===== config.mk =====
export PLATFORM = sky130hd
export DESIGN_NAME = display_bcd_sched
export DESIGN_NICKNAME = d
export VERILOG_FILES = /design/src/rtl/display_bcd_sched.sv
export SDC_FILE = /design/constraint.sdc
export NUM_CORES = 1
export LEC_CHECK = 0
export CORE_MARGIN = 3
export CORE_UTILIZATION = 55
export CTS_CLUSTER_SIZE = 40
export DETAILED_ROUTE_END_ITERATION = 10
export PLACE_DENSITY = 0.86
export SYNTH_ARGS = -nofsm -noshare
export SYNTH_HDL_FRONTEND = slang
export SYNTH_SLANG_ARGS = --single-unit

===== constraint.sdc =====
create_clock -name clk -period 5.8 [get_ports clk]
set_input_delay 1.16 -clock clk [delete_from_list [all_inputs] [get_ports clk]]
set_output_delay 1.16 -clock clk [all_outputs]
set_load 0.1 [all_outputs]

===== src/rtl/display_bcd_sched.sv =====
// Round-robin display scheduler: grants one of two binary requesters, converts the
// captured value to BCD by shift-add-3, and commits four digits to the seven-segment outputs.
module display_bcd_sched #(
  parameter int WIDTH    = 12,
  parameter bit BLANK_LZ = 1'b0
) (
  input  logic             clk,
  input  logic             rst_n,
  input  logic             req_a,
  input  logic [WIDTH-1:0] val_a,
  input  logic             req_b,
  input  logic [WIDTH-1:0] val_b,
  output logic             ack_a,
  output logic             ack_b,
  output logic             busy,
  output logic             done,
  output logic             src,
  output logic [15:0]      bcd,
  output logic [6:0]       HEX_0,
  output logic [6:0]       HEX_1,
  output logic [6:0]       HEX_2,
  output logic [6:0]       HEX_3
);

  typedef enum logic [1:0] {IDLE, SHIFT, COMMIT} state_t;

  localparam logic [3:0] CNT_LAST = 4'(WIDTH - 1);

  state_t           state_q, state_d;
  logic [WIDTH-1:0] bin_q, bin_d;
  logic [15:0]      work_q, work_d;
  logic [3:0]       cnt_q, cnt_d;
  logic             last_grant_q, last_grant_d;
  logic             pending_src_q, pending_src_d;
  logic             ack_a_q, ack_a_d;
  logic             ack_b_q, ack_b_d;
  logic             done_q, done_d;
  logic             src_q, src_d;
  logic [15:0]      bcd_q, bcd_d;
  logic             grant_b;
  logic [15:0]      adj;
  logic [6:0]       hex_seg [4];

  // Add-3 correction applied to every work nibble before each shift.
  for (genvar gi = 0; gi < 4; gi++) begin : g_adj
    assign adj[4*gi +: 4] = (work_q[4*gi +: 4] >= 4'd5) ? work_q[4*gi +: 4] + 4'd3
                                                        : work_q[4*gi +: 4];
  end

  always_comb begin
    state_d       = state_q;
    bin_d         = bin_q;
    work_d        = work_q;
    cnt_d         = cnt_q;
    last_grant_d  = last_grant_q;
    pending_src_d = pending_src_q;
    ack_a_d       = 1'b0;
    ack_b_d       = 1'b0;
    done_d        = 1'b0;
    src_d         = src_q;
    bcd_d         = bcd_q;
    grant_b       = 1'b0;
    case (state_q)
      IDLE: begin
        if (req_a || req_b) begin
          // On a tie the requester that did not win last time goes first.
          grant_b       = (req_a && req_b) ? ~last_grant_q : req_b;
          bin_d         = grant_b ? val_b : val_a;
          work_d        = '0;
          cnt_d         = '0;
          ack_a_d       = ~grant_b;
          ack_b_d       = grant_b;
          last_grant_d  = grant_b;
          pending_src_d = grant_b;
          state_d       = SHIFT;
        end
      end
      SHIFT: begin
        work_d = {adj[14:0], bin_q[WIDTH-1]};
        bin_d  = bin_q << 1;
        cnt_d  = cnt_q + 4'd1;
        if (cnt_q == CNT_LAST) state_d = COMMIT;
      end
      COMMIT: begin
        bcd_d   = work_q;
        src_d   = pending_src_q;
        done_d  = 1'b1;
        state_d = IDLE;
      end
      default: state_d = IDLE;
    endcase
  end

  always_ff @(posedge clk) begin
    if (!rst_n) begin
      state_q       <= IDLE;
      bin_q         <= '0;
      work_q        <= '0;
      cnt_q         <= '0;
      last_grant_q  <= 1'b1;
      pending_src_q <= 1'b0;
      ack_a_q       <= 1'b0;
      ack_b_q       <= 1'b0;
      done_q        <= 1'b0;
      src_q         <= 1'b0;
      bcd_q         <= '0;
    end else begin
      state_q       <= state_d;
      bin_q         <= bin_d;
      work_q        <= work_d;
      cnt_q         <= cnt_d;
      last_grant_q  <= last_grant_d;
      pending_src_q <= pending_src_d;
      ack_a_q       <= ack_a_d;
      ack_b_q       <= ack_b_d;
      done_q        <= done_d;
      src_q         <= src_d;
      bcd_q         <= bcd_d;
    end
  end

  function automatic logic [6:0] seg7(input logic [3:0] d);
    case (d)
      4'd0:    seg7 = 7'h40;
      4'd1:    seg7 = 7'h79;
      4'd2:    seg7 = 7'h24;
      4'd3:    seg7 = 7'h30;
      4'd4:    seg7 = 7'h19;
      4'd5:    seg7 = 7'h12;
      4'd6:    seg7 = 7'h02;
      4'd7:    seg7 = 7'h78;
      4'd8:    seg7 = 7'h00;
      4'd9:    seg7 = 7'h18;
      default: seg7 = 7'h7F;
    endcase
  endfunction

  // Digits decode straight from the committed register, so they never show work state.
  for (genvar gi = 0; gi < 4; gi++) begin : g_hex
    if (gi == 0) begin : g_units
      assign hex_seg[gi] = seg7(bcd_q[3:0]);
    end else begin : g_upper
      assign hex_seg[gi] = (BLANK_LZ && (bcd_q[15:4*gi] == '0)) ? 7'h7F
                                                                 : seg7(bcd_q[4*gi +: 4]);
    end
  end

  assign ack_a = ack_a_q;
  assign ack_b = ack_b_q;
  assign busy  = (state_q != IDLE);
  assign done  = done_q;
  assign src   = src_q;
  assign bcd   = bcd_q;
  assign HEX_0 = hex_seg[0];
  assign HEX_1 = hex_seg[1];
  assign HEX_2 = hex_seg[2];
  assign HEX_3 = hex_seg[3];

endmodule


==> impl_summary.md <==
Drt
After detailed routing, the number of remaining DRC violations is 0. The vias per cell is 5.51. The number of design-rule violations left by the first detailed-router iteration is 216. The wire length per cell after detailed routing is 14.7 um. The number of routed nets with antenna violations is 0. The routed layout has 3263 vias. The count of TritonRoute iterations in the first routing pass is 4.

The routed wire length is 8.68 mm.

Floorplan
The floorplan row count is 30. The die width is 92.3 um. The floorplan step defined a die boundary enclosing 8510 um2. 77 I/O pins were placed. Once the floorplan was initialized, standard cells occupied 58.3% of the core. The y dimension of the die is 92.3 um.

In this run the standard cell core region covers 7020 um2.

Timing
Setup repair after global routing left no endpoint under its margin. The remaining max-slew budget at the tightest pin is 20.7%. The final hold violation count is 0.

The worst clock skew is 0.00760 ns. The peak clock frequency supported by timing is 281 MHz. At the pin with the least slew margin, the transition time is 1.19 ns. The worst path uses 61.3% of the clock period. The count of pins over their slew limit is 0. The worst path in the final design needs a cycle of 3.55 ns, including I/O delays and setup. For the final routed database, the setup TNS stands at 0 ns. The number of setup violations in the final report is 0.

Pwr
The total power draw is 1150 uW. The maximum vdd ir drop is 0.183 mV. The total power density per cell area is 226 nW/um2.

Summed over all cells, the static leakage comes to 0.00197 uW.

Worst setup path
The critical path goes through clkdlybuf4s50_1 > buf_4 > nand2_1 > mux2i_1 > mux2i_1 > a21oi_1. The required time reported for the critical path endpoint is 6.02 ns. The data arrival time of the critical path is 3.78 ns. The cell repeated most along the worst path is sky130_fd_sc_hd__mux2i_1. The category of the worst setup path capture point is a flip-flop. On the critical path, the stage with the largest delay is an instance of sky130_fd_sc_hd__clkdlybuf4s50_1. The kind of start point of the critical path is an input pin. The path type of the worst setup path is in2reg.

For this run, the slowest stage of the critical path takes 1.09 ns. Along the worst path, the maximum fanout reaches 27.

Clock network
The count of hold-fix buffers inserted at cts is 0. The deepest clock path buffer count is 2. In this run the clock root is driven by a sky130_fd_sc_hd__clkbuf_8.

The number of clock buffers added by TritonCTS is 9. The clock net in this run drives a total of 84 sinks. The clock latency reported for the late side of the worst-skew pair is 0.35 ns. The count of cells resized by post-cts repair is 0. Clock-pin slew was measured on the worst setup and hold paths at 0.08 ns.

The CTS tree is built. The post-CTS setup buffer count is 0. CTS built an H-tree with a depth of 3.

Global routing
The number of antenna violations at the first check in global routing is 0. Entering global routing, the biggest net connects 34 pins. The via count of the first global-routing pass is 3168. The global-route usage over all layers is 21.0%. The global-route wire length before repair is 14.5 mm. The global route total overflow is 0.

Yosys
In the synthesized netlist, the cells that appear most often are sky130_fd_sc_hd__dfxtp_1, sky130_fd_sc_hd__mux2i_1, sky130_fd_sc_hd__a21oi_1. In the synthesized netlist the async set-or-reset flop fraction comes to 0%. The most common cell in the netlist is sky130_fd_sc_hd__dfxtp_1. Sequential cells were found to cover 41.1% of the synthesized design area. The total nets after synthesis is 483. The number of synthesized register bits is 84. The number of cells produced by synthesis is 426. The most common flop cell mapped by yosys is sky130_fd_sc_hd__dfxtp_1.

The number of different library cells in the post-synthesis netlist is 43. Summed over its instances, the top area cell type makes up 41.1% of the synthesized netlist area. Summed over all instances, the cell type with the most area after synthesis is sky130_fd_sc_hd__dfxtp_1. The number of warning messages in the yosys log is 0.

The post-synth design cell area is 4090 um2. Sorting the synthesized cells by area gives the leading types as sky130_fd_sc_hd__dfxtp_1, sky130_fd_sc_hd__mux2i_1, sky130_fd_sc_hd__ha_1. The count of flip-flops with a built-in enable after synthesis is 0. Each instance of the synthesized netlist takes up on average 9.61 um2.

Place
The total of buffers placed on input and output ports is 76. Summed over all nets, the half-perimeter wirelength after detailed placement is 6.30 mm. The weighted congestion reported at the end of routability-driven placement is 0.832.

Finish
The repair_antennas step left the layout with diodes totalling 0. The net count of the finished layout is 549. In the final layout, the share of cells above drive strength 1 is 10.1%.

Compared with the post-synthesis result, the final layout area differs by 24.2%.

Hold path
The min-delay analysis places its worst path in the category reg2reg.

Job
Max-cap violations in this run came to 0.

Outcome
The flow ran to the end, and the final reports show no timing, DRC or antenna violations.
-- worst max-delay path: cells and delay by family --
family          cells  cell delay [ns]
buf+inv             2             1.37
mux                 2             1.09
compound gates      1             0.09
simple gates        1             0.06
-- cells in the final DEF (no fill, tap or decap), types with 2 or more instances in the layout --
cell type and count:
sky130_fd_sc_hd__clkdlybuf4s50_1 76, sky130_fd_sc_hd__nor2_1 25, sky130_fd_sc_hd__nand2b_1 15, sky130_fd_sc_hd__a222oi_1 11
sky130_fd_sc_hd__buf_4 5, sky130_fd_sc_hd__a31o_2 6, sky130_fd_sc_hd__xor2_1 2, sky130_fd_sc_hd__nor4_1 3
sky130_fd_sc_hd__clkbuf_8 11, sky130_fd_sc_hd__bufinv_16 2, sky130_fd_sc_hd__nor4_2 2, sky130_fd_sc_hd__nor3_1 6
sky130_fd_sc_hd__and4b_2 4, sky130_fd_sc_hd__nand2_1 29, sky130_fd_sc_hd__xnor2_1 4, sky130_fd_sc_hd__ha_1 29
sky130_fd_sc_hd__o21ai_0 14, sky130_fd_sc_hd__nand3_1 10, sky130_fd_sc_hd__and2_1 3, sky130_fd_sc_hd__mux2i_1 45
sky130_fd_sc_hd__dfxtp_1 84, sky130_fd_sc_hd__mux2_2 12, sky130_fd_sc_hd__a21oi_1 36, sky130_fd_sc_hd__nor3b_1 3
sky130_fd_sc_hd__a22o_1 8, sky130_fd_sc_hd__inv_1 33
-- final timing paths --
check	startpoint	to	slack, ns	cells after the start
worst max-delay path	rst_n	HEX_0[5]$_DFF_P_	2.25	6
worst max register to register	state_q[1]$_SDFFE_PN0P_	HEX_1[0]$_DFF_P_	2.94	5
worst min-delay path	pending_src_q$_SDFFE_PN0P_	pending_src_q$_SDFFE_PN0P_	0.47	2
worst min register to register	pending_src_q$_SDFFE_PN0P_	pending_src_q$_SDFFE_PN0P_	0.47	2
-- stage by stage --
| stage | worst slack [ns] | util, % | std cells | hold WS, ns | instance area [um2] |
|---|---|---|---|---|---|
| 3_3_place_gp | 2.01 | 69.2 | 577 | 0.441 | 4860 |
| 6_report | 2.25 | 72.4 | 592 | 0.465 | 5080 |
| 3_5_place_dp | 1.91 | 69.2 | 577 | 0.455 | 4860 |
| 4_1_cts | 2.27 | 72.4 | 592 | 0.469 | 5080 |
| 5_1_grt | 2.00 | 72.4 | 592 | 0.495 | 5080 |
| 2_1_floorplan | 3.03 | - | 426 | 0.432 | 4090 |
-- logic make-up after synthesis --
family / Yosys count / share of synthesized area [%]
simple gates: 109 / 14.0
flops: 84 / 41.1
compound gates: 81 / 13.3
buf+inv: 59 / 6.82
mux: 58 / 14.6
fa+ha+maj: 29 / 8.86
xor+xnor: 6 / 1.28
-- power breakdown --
| part | internal (uW) | total (uW) | switching, uW |
|---|---|---|---|
| logic | 42.2 | 93.7 | 51.5 |
| registers | 587 | 595 | 7.95 |
| clock network | 263 | 462 | 200 |
-- sequential cells by signal, summed over array words and instances (netlist names) --
signal,count
HEX_0,7
HEX_1,7
HEX_2,7
HEX_3,7
ack_a,1
ack_b,1
bcd,16
bin_q,12
cnt_q,4
done,1
last_grant_q,1
pending_src_q,1
src,1
state_q,2
work_q,16
-- routing by layer --
layer	part of all wire (%)	global-route usage [%]
met3	4.3	5.00
met4	1.0	6.44
met1	43	24.3
met2	52	38.1
met5	0	0
-- cell type report --
| type | instances | area, um2 |
|---|---|---|
| multi-input cells | 283 | 2140 |
| fillers | 522 | 1940 |
| flip-flops and latches | 84 | 1680 |
| repair buffers | 81 | 798 |
| clock buffers | 11 | 151 |
| inverters | 33 | 124 |
| well taps | 96 | 120 |
| clock inverters | 4 | 72.6 |
Note: power is estimated with default switching activity, not from simulation.
